==> src/rtl/id_operand_fetch_pkg.sv <==
// Shared widths, the zero-register index, the reset level and the forward-source encoding
// used by the ID-stage operand fetch unit.
package id_operand_fetch_pkg;

    localparam int RegWidth        = 32;
    localparam int RegAddrBusWidth = 5;

    // Register 0 is hard-wired to zero and never takes part in forwarding or hazards.
    localparam int ZeroRegIdx = 0;

    // Level of rst_n that resets the block.
    localparam logic RstActive = 1'b0;

    // Where a resolved operand came from.
    typedef enum logic [2:0] {
        FWD_ZERO = 3'd0,
        FWD_EX   = 3'd1,
        FWD_MEM  = 3'd2,
        FWD_WB   = 3'd3,
        FWD_RF   = 3'd4
    } fwd_sel_e;

endpackage

==> src/rtl/id_operand_fetch_fwd_mux.sv <==
// Per-source forward selector: picks the youngest in-flight producer of a source register.
// It also flags a source that matches a load still in EX, whose data does not exist yet.
module id_operand_fetch_fwd_mux
    import id_operand_fetch_pkg::*;
#(
    parameter int DATA_W = RegWidth,
    parameter int ADDR_W = RegAddrBusWidth
) (
    input  logic              src_en,
    input  logic [ADDR_W-1:0] src_addr,
    input  logic              ex_wreg,
    input  logic [ADDR_W-1:0] ex_waddr,
    input  logic [DATA_W-1:0] ex_wdata,
    input  logic              ex_is_load,
    input  logic              mem_wreg,
    input  logic [ADDR_W-1:0] mem_waddr,
    input  logic [DATA_W-1:0] mem_wdata,
    input  logic              wb_wreg,
    input  logic [ADDR_W-1:0] wb_waddr,
    input  logic [DATA_W-1:0] wb_wdata,
    input  logic [DATA_W-1:0] rf_rdata,
    output logic [DATA_W-1:0] operand,
    output logic              ex_load_hit
);

    fwd_sel_e sel;
    logic     src_live;

    // Priority select EX -> MEM -> WB -> regfile; WB is needed because the regfile write
    // only lands at the clock edge, so the same-cycle read is stale.
    always_comb begin
        src_live    = src_en && (src_addr != ADDR_W'(ZeroRegIdx));
        ex_load_hit = src_live && ex_wreg && ex_is_load && (src_addr == ex_waddr);
        sel         = FWD_ZERO;
        if (src_live) begin
            if (ex_wreg && !ex_is_load && (src_addr == ex_waddr)) begin
                sel = FWD_EX;
            end else if (mem_wreg && (src_addr == mem_waddr)) begin
                sel = FWD_MEM;
            end else if (wb_wreg && (src_addr == wb_waddr)) begin
                sel = FWD_WB;
            end else begin
                sel = FWD_RF;
            end
        end
    end

    // Data mux driven by the selected source.
    always_comb begin
        operand = '0;
        case (sel)
            FWD_EX:  operand = ex_wdata;
            FWD_MEM: operand = mem_wdata;
            FWD_WB:  operand = wb_wdata;
            FWD_RF:  operand = rf_rdata;
            default: operand = '0;
        endcase
    end

endmodule

==> src/rtl/id_operand_fetch.sv <==
// ID-stage operand fetch: drives the regfile read ports, resolves RAW hazards by forwarding,
// inserts one bubble on a load-use hazard and registers operands into ID/EX.
module id_operand_fetch
    import id_operand_fetch_pkg::*;
#(
    parameter int DATA_W = RegWidth,
    parameter int ADDR_W = RegAddrBusWidth,
    parameter int CNT_W  = 16
) (
    input  logic              clk,
    input  logic              rst_n,
    input  logic              id_valid,
    input  logic              id_rs_en,
    input  logic [ADDR_W-1:0] id_rs_addr,
    input  logic              id_rt_en,
    input  logic [ADDR_W-1:0] id_rt_addr,
    output logic              re1,
    output logic [ADDR_W-1:0] raddr1,
    input  logic [DATA_W-1:0] rdata1,
    output logic              re2,
    output logic [ADDR_W-1:0] raddr2,
    input  logic [DATA_W-1:0] rdata2,
    input  logic              ex_wreg,
    input  logic [ADDR_W-1:0] ex_waddr,
    input  logic [DATA_W-1:0] ex_wdata,
    input  logic              ex_is_load,
    input  logic              mem_wreg,
    input  logic [ADDR_W-1:0] mem_waddr,
    input  logic [DATA_W-1:0] mem_wdata,
    input  logic              wb_wreg,
    input  logic [ADDR_W-1:0] wb_waddr,
    input  logic [DATA_W-1:0] wb_wdata,
    input  logic              ex_hold,
    input  logic              flush,
    output logic              stall_req,
    output logic              ex_valid,
    output logic [DATA_W-1:0] ex_op1,
    output logic [DATA_W-1:0] ex_op2,
    output logic [CNT_W-1:0]  stall_cnt
);

    logic [DATA_W-1:0] op1_res;
    logic [DATA_W-1:0] op2_res;
    logic              rs_load_hit;
    logic              rt_load_hit;
    logic              luh;

    logic              ex_valid_q, ex_valid_d;
    logic [DATA_W-1:0] ex_op1_q,   ex_op1_d;
    logic [DATA_W-1:0] ex_op2_q,   ex_op2_d;
    logic [CNT_W-1:0]  stall_cnt_q, stall_cnt_d;

    id_operand_fetch_fwd_mux #(.DATA_W(DATA_W), .ADDR_W(ADDR_W)) u_fwd_rs (
        .src_en      (id_rs_en),
        .src_addr    (id_rs_addr),
        .ex_wreg     (ex_wreg),
        .ex_waddr    (ex_waddr),
        .ex_wdata    (ex_wdata),
        .ex_is_load  (ex_is_load),
        .mem_wreg    (mem_wreg),
        .mem_waddr   (mem_waddr),
        .mem_wdata   (mem_wdata),
        .wb_wreg     (wb_wreg),
        .wb_waddr    (wb_waddr),
        .wb_wdata    (wb_wdata),
        .rf_rdata    (rdata1),
        .operand     (op1_res),
        .ex_load_hit (rs_load_hit)
    );

    id_operand_fetch_fwd_mux #(.DATA_W(DATA_W), .ADDR_W(ADDR_W)) u_fwd_rt (
        .src_en      (id_rt_en),
        .src_addr    (id_rt_addr),
        .ex_wreg     (ex_wreg),
        .ex_waddr    (ex_waddr),
        .ex_wdata    (ex_wdata),
        .ex_is_load  (ex_is_load),
        .mem_wreg    (mem_wreg),
        .mem_waddr   (mem_waddr),
        .mem_wdata   (mem_wdata),
        .wb_wreg     (wb_wreg),
        .wb_waddr    (wb_waddr),
        .wb_wdata    (wb_wdata),
        .rf_rdata    (rdata2),
        .operand     (op2_res),
        .ex_load_hit (rt_load_hit)
    );

    // Regfile read ports and hazard/stall signalling, all combinational.
    always_comb begin
        re1       = id_valid & id_rs_en;
        raddr1    = id_rs_addr;
        re2       = id_valid & id_rt_en;
        raddr2    = id_rt_addr;
        luh       = id_valid & (rs_load_hit | rt_load_hit);
        stall_req = luh | ex_hold;
    end

    // Next ID/EX state: flush beats hold, hold beats the load-use bubble.
    always_comb begin
        ex_valid_d  = ex_valid_q;
        ex_op1_d    = ex_op1_q;
        ex_op2_d    = ex_op2_q;
        stall_cnt_d = stall_cnt_q;
        if (flush) begin
            ex_valid_d = 1'b0;
            ex_op1_d   = '0;
            ex_op2_d   = '0;
        end else if (ex_hold) begin
            ex_valid_d = ex_valid_q;
        end else if (luh) begin
            ex_valid_d = 1'b0;
            ex_op1_d   = '0;
            ex_op2_d   = '0;
            if (stall_cnt_q != {CNT_W{1'b1}}) begin
                stall_cnt_d = stall_cnt_q + CNT_W'(1);
            end
        end else begin
            ex_valid_d = id_valid;
            ex_op1_d   = op1_res;
            ex_op2_d   = op2_res;
        end
    end

    // ID/EX register with synchronous reset.
    always_ff @(posedge clk) begin
        if (rst_n == RstActive) begin
            ex_valid_q  <= 1'b0;
            ex_op1_q    <= '0;
            ex_op2_q    <= '0;
            stall_cnt_q <= '0;
        end else begin
            ex_valid_q  <= ex_valid_d;
            ex_op1_q    <= ex_op1_d;
            ex_op2_q    <= ex_op2_d;
            stall_cnt_q <= stall_cnt_d;
        end
    end

    assign ex_valid  = ex_valid_q;
    assign ex_op1    = ex_op1_q;
    assign ex_op2    = ex_op2_q;
    assign stall_cnt = stall_cnt_q;

endmodule

==> config.mk <==
export PLATFORM = sky130hd
export DESIGN_NAME = id_operand_fetch
export DESIGN_NICKNAME = d
export VERILOG_FILES = /design/src/rtl/id_operand_fetch_pkg.sv /design/src/rtl/id_operand_fetch_fwd_mux.sv /design/src/rtl/id_operand_fetch.sv
export SDC_FILE = /design/constraint.sdc
export NUM_CORES = 1
export LEC_CHECK = 0
export CELL_PAD_IN_SITES_DETAIL_PLACEMENT = 2
export CELL_PAD_IN_SITES_GLOBAL_PLACEMENT = 2
export CORE_ASPECT_RATIO = 0.8
export CORE_UTILIZATION = 19
export CTS_CLUSTER_DIAMETER = 80
export DETAILED_ROUTE_END_ITERATION = 6
export PLACE_DENSITY_LB_ADDON = 0.15
export SLEW_MARGIN = 0
export SYNTH_ARGS = -nofsm -noshare
export SYNTH_HDL_FRONTEND = slang
export SYNTH_HIERARCHICAL = 1
export SYNTH_SLANG_ARGS = --single-unit
==> constraint.sdc <==
create_clock -name clk -period 3 [get_ports clk]
set_input_delay 0.75 -clock clk [delete_from_list [all_inputs] [get_ports clk]]
set_output_delay 0.75 -clock clk [all_outputs]
set_load 0.01 [all_outputs]
==> key figures <==
Clock tree
  – Hold buffer count at CTS: 0
  – Clk buf depth: 2
  – Reg clk slew, reported paths: 0.07 ns
  – Clk_lat worst skew: approximately 0.36 ns
  – Num CTS Buffers: 9
  – CTS tree: done
  – CTS H-Tree Depth: 3
  – Clock Sinks: 81
  – Root Driver: clkbuf_16

Power and ir drop
  – Clock power share: a little over a third
  – Peak VDD IR: about 0.19 mV
  – Combinational power share: 30.6%
  – P per Cell Area: around 320 mW/mm²
  – Sequential share of power: 34.3%
  – Switching power: ~1.0 mW
  – Int Pwr: 2.18 mW
  – Sw Ratio: between 30% and 40%
  – Static leakage power: 3.75 nW
  – Total Power: 3.22 mW

Layout
  – Finished Cell Area: 0.0100 mm²
  – Cell Count, Final, Fillers Out: roughly 1,400
  – Nets@finish: 1,259
  – Most frequent cells in the layout: clkdlybuf4s50_1 (272), dfxtp_1 (81), buf_4 (77)
  – Most common cell after layout, fill and taps aside: clkdlybuf4s50_1
  – Layout cells sized above 1: 16.3%
  – Final core utilization: 34.1%
  – Number of fill cells: 3,319
  – Area added between synthesis and finish: 75.6%

Global route
  – Total global routing overflow: 0
  – Global-route wire length before repair: about 50 mm
  – Initial antenna violation count: 3
  – Gr usage total: a little under a quarter
  – Pin count of the biggest net entering global routing: 66
  – Vias in the first global route: about 8,000

STA
  – Final setup fails: 0
  – Tmin final: slightly below 3 ns
  – Clock Skew: 0.0156 ns
  – Max-slew violations: 0
  – Fin crit share: 99.0%
  – Setup tns final: 0 ns
  – Max Fclk: 337 MHz
  – Hold slack: 0.514 ns
  – Final hold vios: 0
  – Final setup margin: between 0.02 and 0.03 ns
  – Worst rel slew slack: 44.3%
  – Worst-margin pin slew: 0.835 ns

Critical path
  – Worst EP required: 2.25 ns
  – Worst EP arrival: 2.22 ns
  – CP bufs+invs: 3
  – Worst path cell trace: buf_2 -> or4_4 -> o21ai_4 -> nor4_4 -> o21a_2 -> nor2_4 -> inv_2 -> buf_6
  – CP peak stage delay: 0.54 ns
  – CP top delay family: simple AND/OR/NAND/NOR gates
  – Critical path peak fanout: 4
  – WS Path Type: in2out
  – Critical path launch point type: primary input
  – R2R setup slack: 1.34 ns
  – Slowest CP cell: or4_4
  – Critical Path Sink Type: primary output

Place
  – DP HPWL: 25.3 mm
  – DP Cell Count: about 1,400
  – Port bufs: a little under 300
  – Area after DPL: 0.00950 mm²
  – GPL Wtd Cong: 0.797
  – Pre-CTS setup slack: -0.757 ns

Synthesis
  – Synth Flop Type: dfxtp_1
  – YS warnings: 6
  – Post-Syn Nets: 948
  – Synth top area share: 28.4%
  – Synth area leaders: dfxtp_1 (28%), a221oi_1 (9.8%), a22oi_1 (8.4%), and3_1 (7.5%), o21ai_0 (6.0%)
  – Ys async rst share: 0%
  – Post-synth top area cell: dfxtp_1
  – Gate Count Post-Synth: 751
  – Synth unique cells: 46
  – EDFF count, synth: 0
  – Register bit count reported by yosys: 81
  – Sequential cell area fraction in the yosys report: 28.4%
  – Mean Syn Cell Area: 7.60 µm²
  – Post-Syn Area: 0.00571 mm²

Floorplan
  – Initial core utilization: 19.4%
  – Num rows: 56
  – Die area: about 0.03 mm²
  – Die Wd: 196 µm
  – Number of I/O pins: 290
  – Chip Height: about 160 µm
  – Core footprint: around 0.029 mm²

Outcome
  – Outcome: finished, final reports clean

Routing
  – Antenna-violating nets left: 0
  – Drt pass-1 iters: 5
  – Via count: 7,460
  – Initial drt markers: 371
  – Routed WL per cell: 25.0 µm
  – DR vias/cell: 5.16
  – DRT Wirelength: approximately 36 mm
  – # DRC: 0

Flow run
  – MaxCap Viol Count: 0

Worst hold path
  – Hold WC Path Type: reg2reg
==> repair_timing <==
item,in CTS,in global routing
gates cloned,0,4
hold endpoints to repair,0,0
pin swaps,12,20
setup buffers,8,5
gates resized for setup,55,29
endpoints found under the setup margin,72,33
==> cell type report <==
cell class | count | area (µm²) | share of cell area, %
tap | 377 | 472 | 4.71
inverter | 4 | 15.0 | 0.150
multi-input combinational | 580 | 3820 | 38.1
clock inverter | 7 | 58.8 | 0.587
antenna | 2 | 5.00 | 0.0499
sequential | 81 | 1620 | 16.2
clock buffer | 9 | 225 | 2.25
timing repair buffer | 386 | 3810 | 38.0
==> worst register-to-register path: cells and delay by family, from the launching register on <==
family | cells | cell delay, ns
mux | 1 | 0.14
fa+ha+maj | 1 | 0.31
compound gates | 1 | 0.29
flops | 1 | 0.35
simple gates | 2 | 0.45
==> state kept, by name, indices dropped and copies added (netlist names) <==
register,count
stall_cnt,16
ex_valid,1
ex_op2,32
ex_op1,32
==> final timing paths <==
kind              cells past startpoint           from       endpoint
hold reg to reg                       2  stall_cnt[15]  stall_cnt[15]
setup reg to reg                      5   stall_cnt[0]  stall_cnt[15]
setup / recovery                      8  id_rt_addr[3]      stall_req
hold / removal                        2  stall_cnt[15]  stall_cnt[15]
==> metal layers <==
| layer | wire [µm] | up-vias | track usage [%] |
|---|---|---|---|
| met5 | 31 | - | 0 |
| met4 | 759 | 6 | 6.03 |
| met3 | 2360 | 50 | 5.06 |
| met2 | 16300 | 262 | 37.2 |
| met1 | 16700 | 3720 | 29.7 |
| li1 | - | 3422 | - |
==> power by group through the flow <==
stage	Clock (mW)	Sequential (mW)	Combinational (mW)
after CTS	1.18	1.11	0.967
final	1.13	1.11	0.987
after floorplan	0	1.14	0.358
after global placement	0	1.13	0.948
after global routing	1.22	1.11	1.06
after detailed placement	0	1.13	0.956
==> logic make-up after synthesis <==
kind of cell | after synthesis | share of synthesized area [%]
AOI/OAI and AO/OA | 275 | 32.7
xor gates and xnor gates | 41 | 6.29
adders and majority gates | 1 | 0.219
buffers and inverters | 91 | 8.11
DFF | 81 | 28.4
muxes | 2 | 0.351
and+or+nand+nor | 260 | 23.9
==> cell usage after synthesis, types with 6 or more instances <==
master,instances
a221oi_1,64
and2_1,16
nor2_1,67
dfxtp_1,81
o21ai_0,68
nand3_1,8
and3_1,68
xnor2_1,32
buf_1,6
a22oi_1,64
buf_2,13
o21ai_1,60
clkbuf_1,46
buf_6,6
xor2_1,9
buf_4,16
nand2_1,69
No activity file was read; power rests on OpenSTA's default activity.
